--- src/rtl/neighbor_link_fifo_pkg.sv ---
// Shared decoder-stage codes and boundary modes for the neighbour link family.
package neighbor_link_fifo_pkg;

    localparam int STAGE_WIDTH = 3;

    localparam logic [STAGE_WIDTH-1:0] STAGE_IDLE                = 3'd0;
    localparam logic [STAGE_WIDTH-1:0] STAGE_PARAMETERS_LOADING  = 3'd1;
    localparam logic [STAGE_WIDTH-1:0] STAGE_MEASUREMENT_LOADING = 3'd2;
    localparam logic [STAGE_WIDTH-1:0] STAGE_GROW                = 3'd3;
    localparam logic [STAGE_WIDTH-1:0] STAGE_MERGE               = 3'd4;
    localparam logic [STAGE_WIDTH-1:0] STAGE_PEELING             = 3'd5;

    typedef enum logic [1:0] {
        BOUNDARY_INTERNAL = 2'd0,
        BOUNDARY_EDGE     = 2'd1,
        BOUNDARY_NONE     = 2'd2,
        BOUNDARY_FIFO     = 2'd3
    } boundary_e;

    function automatic logic is_loading_stage(input logic [STAGE_WIDTH-1:0] stage);
        return (stage == STAGE_PARAMETERS_LOADING) || (stage == STAGE_MEASUREMENT_LOADING);
    endfunction

endpackage

--- src/rtl/neighbor_link_fifo_tx_fifo.sv ---
// Small circular message buffer; a push into a full buffer is dropped unless a pop frees a slot the same cycle.
module link_tx_fifo #(
    parameter int DEPTH = 4,
    parameter int WIDTH = 15
)(
    input  logic             clk,
    input  logic             reset,
    input  logic             flush,
    input  logic             push,
    input  logic             pop,
    input  logic [WIDTH-1:0] push_data,
    output logic [WIDTH-1:0] head_data,
    output logic             empty,
    output logic             drop
);
    localparam int AW = $clog2(DEPTH);

    logic [AW:0]      wr_ptr_q, wr_ptr_d;
    logic [AW:0]      rd_ptr_q, rd_ptr_d;
    logic [WIDTH-1:0] buf_mem [DEPTH];
    logic             full;
    logic             do_push;
    logic             do_pop;

    // Pointers carry an extra wrap bit so full and empty are distinguishable.
    assign empty     = (wr_ptr_q == rd_ptr_q);
    assign full      = (wr_ptr_q[AW] != rd_ptr_q[AW]) && (wr_ptr_q[AW-1:0] == rd_ptr_q[AW-1:0]);
    assign do_pop    = pop && !empty;
    assign do_push   = push && (!full || do_pop);
    assign drop      = push && full && !do_pop;
    assign head_data = buf_mem[rd_ptr_q[AW-1:0]];

    always_comb begin
        wr_ptr_d = wr_ptr_q + {{AW{1'b0}}, do_push};
        rd_ptr_d = rd_ptr_q + {{AW{1'b0}}, do_pop};
        if (flush) begin
            wr_ptr_d = '0;
            rd_ptr_d = '0;
        end
    end

    always_ff @(posedge clk) begin
        if (reset) begin
            wr_ptr_q <= '0;
            rd_ptr_q <= '0;
        end else begin
            wr_ptr_q <= wr_ptr_d;
            rd_ptr_q <= rd_ptr_d;
        end
    end

    always_ff @(posedge clk) begin
        if (do_push && !flush) begin
            buf_mem[wr_ptr_q[AW-1:0]] <= push_data;
        end
    end

endmodule

--- src/rtl/neighbor_link_fifo.sv ---
// One decoding-graph edge: growth/error/data exchange between A and B, with B optionally remote over a valid/ready channel.
module neighbor_link_fifo
    import neighbor_link_fifo_pkg::*;
#(
    parameter int ADDRESS_WIDTH = 6,
    parameter int MAX_WEIGHT    = 7,
    parameter int TX_DEPTH      = 4,
    localparam int EXPOSED_DATA_SIZE = ADDRESS_WIDTH + 7,
    localparam int LINK_BIT_WIDTH    = $clog2(MAX_WEIGHT + 1),
    localparam int MSG_WIDTH         = EXPOSED_DATA_SIZE + 2
)(
    input  logic                         clk,
    input  logic                         reset,
    input  logic [STAGE_WIDTH-1:0]       global_stage,
    input  logic                         a_increase,
    input  logic                         b_increase,
    input  logic                         a_is_error_in,
    input  logic                         b_is_error_in,
    input  logic [EXPOSED_DATA_SIZE-1:0] a_input_data,
    input  logic [EXPOSED_DATA_SIZE-1:0] b_input_data,
    output logic [EXPOSED_DATA_SIZE-1:0] a_output_data,
    output logic [EXPOSED_DATA_SIZE-1:0] b_output_data,
    input  logic [LINK_BIT_WIDTH-1:0]    weight_in,
    input  logic [1:0]                   boundary_condition_in,
    input  logic                         erasure_in,
    output logic [LINK_BIT_WIDTH-1:0]    weight_out,
    output logic [1:0]                   boundary_condition_out,
    output logic                         fully_grown,
    output logic                         is_boundary,
    output logic                         is_error,
    output logic [MSG_WIDTH-1:0]         tx_data,
    output logic                         tx_valid,
    input  logic                         tx_ready,
    input  logic [MSG_WIDTH-1:0]         rx_data,
    input  logic                         rx_valid,
    output logic                         rx_ready,
    output logic                         tx_busy,
    output logic                         overflow_err
);
    localparam int GROWTH_WIDTH = $clog2(MAX_WEIGHT + 3);

    logic [GROWTH_WIDTH-1:0]      growth_q, growth_d, growth_sum, eff_weight;
    logic [LINK_BIT_WIDTH-1:0]    weight_q, weight_d;
    boundary_e                    mode_q, mode_d;
    logic                         erasure_q, erasure_d;
    logic                         is_error_q, is_error_d, err_new;
    logic                         remote_error_q, remote_error_d;
    logic [EXPOSED_DATA_SIZE-1:0] remote_data_q, remote_data_d;
    logic                         last_error_q, last_error_d;
    logic [EXPOSED_DATA_SIZE-1:0] last_data_q, last_data_d;
    logic                         overflow_q, overflow_d;
    logic                         loading, rx_accept, r_inc, tx_push, tx_pop, tx_drop, tx_empty;

    assign loading    = is_loading_stage(global_stage);
    assign eff_weight = erasure_q ? '0 : GROWTH_WIDTH'(weight_q);
    assign rx_ready   = (mode_q == BOUNDARY_FIFO) && !loading;
    assign rx_accept  = rx_valid && rx_ready;
    assign r_inc      = rx_accept && rx_data[MSG_WIDTH-1];
    assign tx_push    = (mode_q == BOUNDARY_FIFO) && !loading &&
                        (a_increase || (a_is_error_in != last_error_q) || (a_input_data != last_data_q));
    assign tx_pop     = tx_valid && tx_ready && !loading;

    always_comb begin
        remote_error_d = rx_accept ? rx_data[MSG_WIDTH-2] : remote_error_q;
        remote_data_d  = rx_accept ? rx_data[EXPOSED_DATA_SIZE-1:0] : remote_data_q;
        growth_sum     = '0;
        err_new        = 1'b0;
        case (mode_q)
            BOUNDARY_INTERNAL: begin
                growth_sum = growth_q + GROWTH_WIDTH'(a_increase) + GROWTH_WIDTH'(b_increase);
                err_new    = a_is_error_in || b_is_error_in;
            end
            BOUNDARY_EDGE: begin
                growth_sum = growth_q + GROWTH_WIDTH'(a_increase);
                err_new    = a_is_error_in;
            end
            BOUNDARY_FIFO: begin
                growth_sum = growth_q + GROWTH_WIDTH'(a_increase) + GROWTH_WIDTH'(r_inc);
                err_new    = a_is_error_in || remote_error_d;
            end
            default: begin
                growth_sum = '0;
                err_new    = 1'b0;
            end
        endcase
    end

    always_comb begin
        growth_d     = growth_q;
        weight_d     = weight_q;
        mode_d       = mode_q;
        erasure_d    = erasure_q;
        is_error_d   = is_error_q;
        last_error_d = last_error_q;
        last_data_d  = last_data_q;
        overflow_d   = overflow_q;
        if (global_stage == STAGE_PARAMETERS_LOADING) begin
            weight_d = weight_in;
            mode_d   = boundary_e'(boundary_condition_in);
        end else if (global_stage == STAGE_MEASUREMENT_LOADING) begin
            growth_d     = '0;
            erasure_d    = erasure_in;
            is_error_d   = 1'b0;
            last_error_d = 1'b0;
            last_data_d  = '0;
            overflow_d   = 1'b0;
        end else begin
            growth_d   = (growth_sum >= eff_weight) ? eff_weight : growth_sum;
            is_error_d = err_new;
            overflow_d = overflow_q || tx_drop;
            // A dropped message still counts as sent; overflow_err already flags the loss.
            if (tx_push) begin
                last_error_d = a_is_error_in;
                last_data_d  = a_input_data;
            end
        end
    end

    always_ff @(posedge clk) begin
        if (reset) begin
            growth_q       <= '0;
            weight_q       <= '0;
            mode_q         <= BOUNDARY_INTERNAL;
            erasure_q      <= 1'b0;
            is_error_q     <= 1'b0;
            remote_error_q <= 1'b0;
            remote_data_q  <= '0;
            last_error_q   <= 1'b0;
            last_data_q    <= '0;
            overflow_q     <= 1'b0;
        end else begin
            growth_q       <= growth_d;
            weight_q       <= weight_d;
            mode_q         <= mode_d;
            erasure_q      <= erasure_d;
            is_error_q     <= is_error_d;
            remote_error_q <= (global_stage == STAGE_MEASUREMENT_LOADING) ? 1'b0 : remote_error_d;
            remote_data_q  <= (global_stage == STAGE_MEASUREMENT_LOADING) ? '0 : remote_data_d;
            last_error_q   <= last_error_d;
            last_data_q    <= last_data_d;
            overflow_q     <= overflow_d;
        end
    end

    link_tx_fifo #(
        .DEPTH (TX_DEPTH),
        .WIDTH (MSG_WIDTH)
    ) u_tx_fifo (
        .clk       (clk),
        .reset     (reset),
        .flush     (global_stage == STAGE_MEASUREMENT_LOADING),
        .push      (tx_push),
        .pop       (tx_pop),
        .push_data ({a_increase, a_is_error_in, a_input_data}),
        .head_data (tx_data),
        .empty     (tx_empty),
        .drop      (tx_drop)
    );

    assign tx_valid               = !tx_empty;
    assign tx_busy                = !tx_empty;
    assign overflow_err           = overflow_q;
    assign weight_out             = weight_q;
    assign boundary_condition_out = mode_q;
    assign fully_grown            = (growth_q >= eff_weight);
    assign is_boundary            = (mode_q != BOUNDARY_INTERNAL) && fully_grown;
    assign is_error               = is_error_q;
    assign a_output_data          = (mode_q == BOUNDARY_INTERNAL) ? b_input_data :
                                    (mode_q == BOUNDARY_FIFO)     ? remote_data_q : '0;
    assign b_output_data          = (mode_q == BOUNDARY_INTERNAL) ? a_input_data : '0;

endmodule
--- config.mk ---
export PLATFORM = sky130hd
export DESIGN_NAME = neighbor_link_fifo
export DESIGN_NICKNAME = d
export VERILOG_FILES = /design/src/rtl/neighbor_link_fifo_pkg.sv /design/src/rtl/neighbor_link_fifo_tx_fifo.sv /design/src/rtl/neighbor_link_fifo.sv
export SDC_FILE = /design/constraint.sdc
export NUM_CORES = 1
export LEC_CHECK = 0
export ABC_CLOCK_PERIOD_IN_PS = 3400
export BUFFER_PORTS_ARGS = -buffer_cell sky130_fd_sc_hd__buf_2
export CAP_MARGIN = 20
export CORE_MARGIN = 2
export CORE_UTILIZATION = 51
export CTS_BUF_LIST = sky130_fd_sc_hd__clkbuf_2 sky130_fd_sc_hd__clkbuf_4 sky130_fd_sc_hd__clkbuf_8
export CTS_CLUSTER_DIAMETER = 60
export DETAILED_ROUTE_END_ITERATION = 8
export PLACE_DENSITY_LB_ADDON = 0.08
export SYNTH_ARGS = -nofsm -noshare
export SYNTH_HDL_FRONTEND = slang
export SYNTH_HIERARCHICAL = 1
export SYNTH_SLANG_ARGS = --single-unit
--- constraint.sdc ---
create_clock -name clk -period 3.4 [get_ports clk]
set_input_delay 0.17 -clock clk [delete_from_list [all_inputs] [get_ports clk]]
set_output_delay 0.17 -clock clk [all_outputs]
set_load 0.05 [all_outputs]
======== After elaboration in Yosys (flattened, before gate mapping) ========
Memory sizes are Yosys's and may differ from the RTL's. A register that Yosys moved wholly into a read port is not among the register bits.
Cells that the tools add are included.
operators by class
  reductions and logical operators ........ 31
  add/sub/neg operators ................... 5
  multiplexer cells ....................... 18
  bitwise logic cells ..................... 1
  equality and inequality tests ........... 9
  $lt $le $gt $ge ......................... 2
operator list
  kind                  count
  $mux W13              5
  $logic_and A1 B1 Y1   13
  $ne A13 B13 Y1        1
  $add A4 B1 Y4         3
  $pmux W4 S3           1
  $ge A4 B3 Y1          2
  $mux W4               2
  $logic_or A1 B1 Y1    7
  $mux W1               7
  $add A3 B1 Y3         2
  $logic_not A1 Y1      5
  $reduce_and A2 Y1     2
  $reduce_bool A2 Y1    2
  $eq A3 B1 Y1 const B  1
  $eq A3 B2 Y1 const B  1
  $eq A3 B3 Y1          1
  $mux W3               1
  $pmux W1 S3           1
  $eq A2 B1 Y1 const B  1
  $eq A2 B2 Y1          1
  $eq A2 B2 Y1 const B  1
  $logic_not A2 Y1      1
  $mux W2               1
  $ne A1 B1 Y1          2
  other kinds (2)       2
word-level totals
  flip-flop bits (word level) ............. 46
  memories kept ........................... 1
  memory bits (writable) .................. 60
  input bits .............................. 58
  word-level logic and storage cells ...... 79
memories
  memory             depth  width  read ports  clocked after memory_dff  write ports  RTL line                          source
  u_tx_fifo.buf_mem  4      15     1           1                         1            neighbor_link_fifo_tx_fifo.sv:20  logic [WIDTH-1:0] buf_mem [DEPTH];

======== Longest topological paths before layout ========
  word-level depth ........................ 11
  depth in mapped cells ................... 19
  gate-level depth less buffers ........... 16

======== Hierarchy ========
Netlist, hierarchy kept.
by module, submodules not included
  module              times used  sequential area each (um^2)  area each (um^2)  cells each
  link_tx_fifo        1           1921.8                       2527.4            113
  neighbor_link_fifo  1           800.8                        2503.7            324

======== Worst setup path before layout ========
No wires, ideal clock.
  path kind ............................... reg-to-reg
  from .................................... register mode_q[1] (netlist: boundary_condition_out[1])
  to ...................................... memory u_tx_fifo.buf_mem[0][0] (enable)
  setup slack ............................. -427 ps
  path buffers ............................ 2
  stages on the path, launching flop included .. 9
  data arrival time ....................... 3401 ps
  path through ............................ dfxtp_1 -> ha_1 -> clkbuf_1 -> and2_4 -> o21ai_4 -> buf_12 -> inv_1 -> nand2b_1 -> nor4_1
between the ends
  word-level cells in the longest chain between the ends .. 7
ends and longest elaborated chain
  item                           RTL line                          source
  from (decl)                    neighbor_link_fifo.sv:44          boundary_e mode_q, mode_d;
  from (signal assigned)         neighbor_link_fifo.sv:134         mode_q <= mode_d;
  $eq A2 B2 Y1                   n/a
  $logic_and A1 B1 Y1            n/a
  via rx_ready                   neighbor_link_fifo.sv:36          output logic rx_ready,
  $logic_and A1 B1 Y1            neighbor_link_fifo.sv:59          assign tx_push = (mode_q == BOUNDARY_FIFO) && !loading &&
  via tx_push                    neighbor_link_fifo.sv:52          logic loading, rx_accept, r_inc, tx_push, tx_pop, tx_drop, tx_empty;
  $logic_and A1 B1 Y1            neighbor_link_fifo_tx_fifo.sv:29  assign do_push = push && (!full || do_pop);
  $logic_and A1 B1 Y1            neighbor_link_fifo_tx_fifo.sv:53  if (do_push && !flush) begin
  $mux W1                        neighbor_link_fifo_tx_fifo.sv:53
  $mux W1 (not written as such)  neighbor_link_fifo_tx_fifo.sv:54  buf_mem[wr_ptr_q[AW-1:0]] <= push_data;
  to (decl)                      neighbor_link_fifo_tx_fifo.sv:20
The timed path passes the listed nets, and every way through them passes these cells.

======== Final worst setup path ========
  from .................................... register mode_q[0] (netlist: boundary_condition_out[0])
  to ...................................... register growth_q[2]
between the ends
  word-level cells in the longest chain between the ends .. 9
ends and longest elaborated chain
  item                  RTL line                                            source
  $eq A2 B2 Y1          neighbor_link_fifo.sv:56, neighbor_link_fifo.sv:68
  $logic_and A1 B1 Y1   neighbor_link_fifo.sv:56                            assign rx_ready = (mode_q == BOUNDARY_FIFO) && !loading;
  $logic_and A1 B1 Y1   neighbor_link_fifo.sv:57                            assign rx_accept = rx_valid && rx_ready;
  $logic_and A1 B1 Y1   neighbor_link_fifo.sv:58                            assign r_inc = rx_accept && rx_data[MSG_WIDTH-1];
  $add A4 B1 Y4         neighbor_link_fifo.sv:78                            growth_sum = growth_q + GROWTH_WIDTH'(a_increase) + GROWTH_WIDTH'(r_inc);
  $pmux W4 S3 *         neighbor_link_fifo.sv:68                            case (mode_q)
  $ge A4 B3 Y1          neighbor_link_fifo.sv:108                           growth_d = (growth_sum >= eff_weight) ? eff_weight : growth_sum;
  $mux W4 *             neighbor_link_fifo.sv:108
  $mux W4 *             neighbor_link_fifo.sv:100                           end else if (global_stage == STAGE_MEASUREMENT_LOADING) begin
  to (signal assigned)  neighbor_link_fifo.sv:132                           growth_q <= growth_d;
  to (decl)             neighbor_link_fifo.sv:42                            logic [GROWTH_WIDTH-1:0] growth_q, growth_d, growth_sum, eff_weight;
Every way passes the cells marked *; elsewhere a longest branch is shown, timed or not.
A chain may end at the register's enable or synchronous reset.

==> metrics.csv <==
metric;value;unit
synth_fp_nets;513;
wl;10500;um
final_nets;622;
status;complete, no violations;
yosysSeqAreaShare;54.1;%
die_area;10700;um^2
crit_chain;ha_1 -> buf_4 -> o21ai_1 -> ha_1 -> ha_1 -> xor2_1 -> a22oi_1 -> nor2_1 -> ha_1 -> nand2_1 -> o21ai_0 -> nor3_1 -> a311o_1;
max_slew.worst_pin.slew;969;ps
synth-compound-area-share;6.67;%
max-vdd-ir-drop;179;uV
skew;11.1;ps
rows;36;
yosysWarnings;6;
critPathKind;reg2reg;
antenna_found_initial;0;
yosys.area_share.simple;16.8;%
worstSetupStartpointType;register;
routabilityCongestion;0.822;
remaining_drc_errors;0;
cp_num_buf_inv;1;
finalSetupTns;0;ps
num_vias;3526;
pwr-share-clk;29.9;%
port_buffers;110;
synth_fa_ha_area_share;4.48;%
synth-seq-cells;106;
slew_headroom;35.2;%
drt_iter0_drc;180;
cp_slowest_cell;o21ai_0;
avgSynthCellArea;11.5;um^2
cts_setup_buffers;0;
path_max_fanout;18;
arrival;3410;ps
async_flop_share;0;%
finalWorstSetupSlack;238;ps
critical-path-max-stage-delay;440;ps
yosysUniqueCellTypes;51;
rsz0062_at_grt;no;
synth_edf_count;60;
drive_above_1_share;29.8;%
numCtsBuffers;9;
hold_buffers;0;
hpwl;7530;um
clkTransAtPathRegs;100;ps
h-tree-depth;3;
synth-xor-area-share;4.00;%
viasPerCell;5.15;
slew_viol_final;0;
design_area;5900;um^2
drv_cap;0;
finalHoldViolCount;0;
netlist_instances;437;
clk_path_buf_depth;2;
dp_worst_setup_slack;208;ps
pin_count;111;
grt_overflow;0;
setup_viol;0;
muxShareOfSynthArea;10.3;%
clock_sinks;106;
clk_latency;360;ps
cp_top_family;compound AO/OA/AOI/OAI gates;
synth_top_family_by_area;simple AND/OR/NAND/NOR gates;
pwr-share-comb;13.7;%
initial_core_util;52.0;%
hp-class;in2reg;
power_frac_seq;56.4;%
fmax;316;MHz
dieWidth;103;um
syn_to_final_growth;17.3;%
p_sw_share;26.5;%
cp.required;3650;ps
p_switching;0.000642;W
root_buffer;clkbuf_8;
period_minus_slack;3160;ps
track_usage;20.4;%
ys.flop_type;edfxtp_1;
core_area;9680;um^2
routedWlPerCell;15.4;um
fillers;813;
dpl_cell_area;5720;um^2
grt_first_pass_wirelength;16400;um
post-route-util;60.9;%
min_period_over_period;93.0;%
tritoncts;yes;
die_h;103;um
diodes;0;
powerDensity;410;nW/um^2
firstDrtPassIters;4;
syn_area;5030;um^2
p_int;0.00178;W
crit_path_end_kind;register;
crit_top_cell;ha_1;
cts_resized;0;
ant_nets;0;
grt_start_max_net_pins;32;
grt_pass1_vias;3302;
p_leak;2.41;nW
## area by class of cell
cell class	count	area (um^2)	share of cell area, %
Multi-Input combinational cell	298	2140	36.3
Inverter	10	37.5	0.636
Tap cell	133	166	2.82
Clock inverter	2	13.8	0.233
Sequential cell	106	2730	46.2
Clock buffer	14	165	2.80
Timing Repair Buffer	121	653	11.1
## per-stage QoR
| step | std cells | hold WS [ps] | total power [W] |
|---|---|---|---|
| after floorplan | 437 | 247 | 0.00161 |
| after global placement | 667 | 406 | 0.00171 |
| after detailed placement | 668 | 413 | 0.00173 |
| after CTS | 684 | 12.8 | 0.00244 |
| after global routing | 684 | 17.7 | 0.00252 |
| final | 684 | 28.1 | 0.00242 |
## worst paths after layout
| kind | from | to | slack, ps | cells after the start |
|---|---|---|---|---|
| hold / removal | boundary_condition_in[0] | boundary_condition_out[0] | 30 | 3 |
| setup / recovery | boundary_condition_out[0] | growth_q[2] | 240 | 13 |
| setup reg to reg | boundary_condition_out[0] | growth_q[2] | 240 | 13 |
| hold reg to reg | remote_data_q[9] | remote_data_q[9] | 460 | 2 |
## placed cells by master (no fill, tap or decap), drive strengths merged, types with 2 or more instances in the layout
cell type    n
nor3         3
dfxtp       46
a31oi        2
ha          18
xnor2        8
nor4         5
and4         2
nor4b        2
and3         2
and2        21
a311o        2
mux4        15
o21ai       19
or2          2
nand3b       2
inv         11
mux2i       16
nand2       87
edfxtp      60
buf        121
nand4        2
a22oi        3
nor3b        2
a21oi       22
nand3        2
nand2b      19
clkbuf      14
xor2        15
nor2b        3
nor2        13
a21o         2
## flip-flops by register name, summed over array words and instances (netlist names)
register	cells
u_tx_fifo/buf_mem	60
last_data_q	13
remote_data_q	13
growth_q	4
u_tx_fifo/rd_ptr_q	3
u_tx_fifo/wr_ptr_q	3
weight_out	3
boundary_condition_out	2
erasure_q	1
is_error	1
last_error_q	1
overflow_err	1
remote_error_q	1
## power by group through the flow
stage	clock [W]	sequential, W	combinational (W)
2_1_floorplan	0	0.00140	0.000211
3_3_place_gp	0	0.00139	0.000321
3_5_place_dp	0	0.00139	0.000332
4_1_cts	0.000744	0.00136	0.000334
5_1_grt	0.000791	0.00137	0.000360
6_report	0.000723	0.00136	0.000332
## cell usage after synthesis (8+ instances only)
library cell	n	area share (%)
nand2_1	87	6.5
nand2b_1	19	2.4
nor2_1	13	0.97
edfxtp_1	60	36
and2_1	20	2.5
dfxtp_1	46	18
clkbuf_1	11	0.82
xnor2_1	8	1.4
mux2i_1	15	3.0
ha_1	18	4.5
inv_1	10	0.75
o21ai_0	17	1.7
xor2_1	15	2.6
mux4_2	13	5.8
a21oi_1	22	2.2
## layer usage
| layer | wire length, um | GRT usage, % | part of all wire (%) | vias to the layer above |
|---|---|---|---|---|
| met1 | 4610 | 27.4 | 44 | 1656 |
| li1 | - | - | - | 1755 |
| met3 | 631 | 3.36 | 6.0 | 8 |
| met4 | 67 | 8.10 | 0.64 | 0 |
| met2 | 5210 | 33.4 | 50 | 107 |
| met5 | 0 | 0 | 0 | - |
## worst reg2reg max path: stages, from the launching register on
cell	delay (ps)
dfxtp_2	380
ha_1	180
buf_4	230
o21ai_1	90
ha_1	230
ha_1	200
xor2_1	160
a22oi_1	160
nor2_1	90
ha_1	310
nand2_1	60
o21ai_0	440
nor3_1	160
a311o_1	380
## cells by family after synthesis
| logic type | Yosys count |
|---|---|
| flip-flops | 106 |
| multiplexers | 32 |
| AND/OR/NAND/NOR | 170 |
| buffers and inverters | 33 |
| XOR/XNOR | 23 |
| AO/OA/AOI/OAI | 55 |
| adder cells (fa/ha/maj) | 18 |
Power figures use the tool's default switching activity.
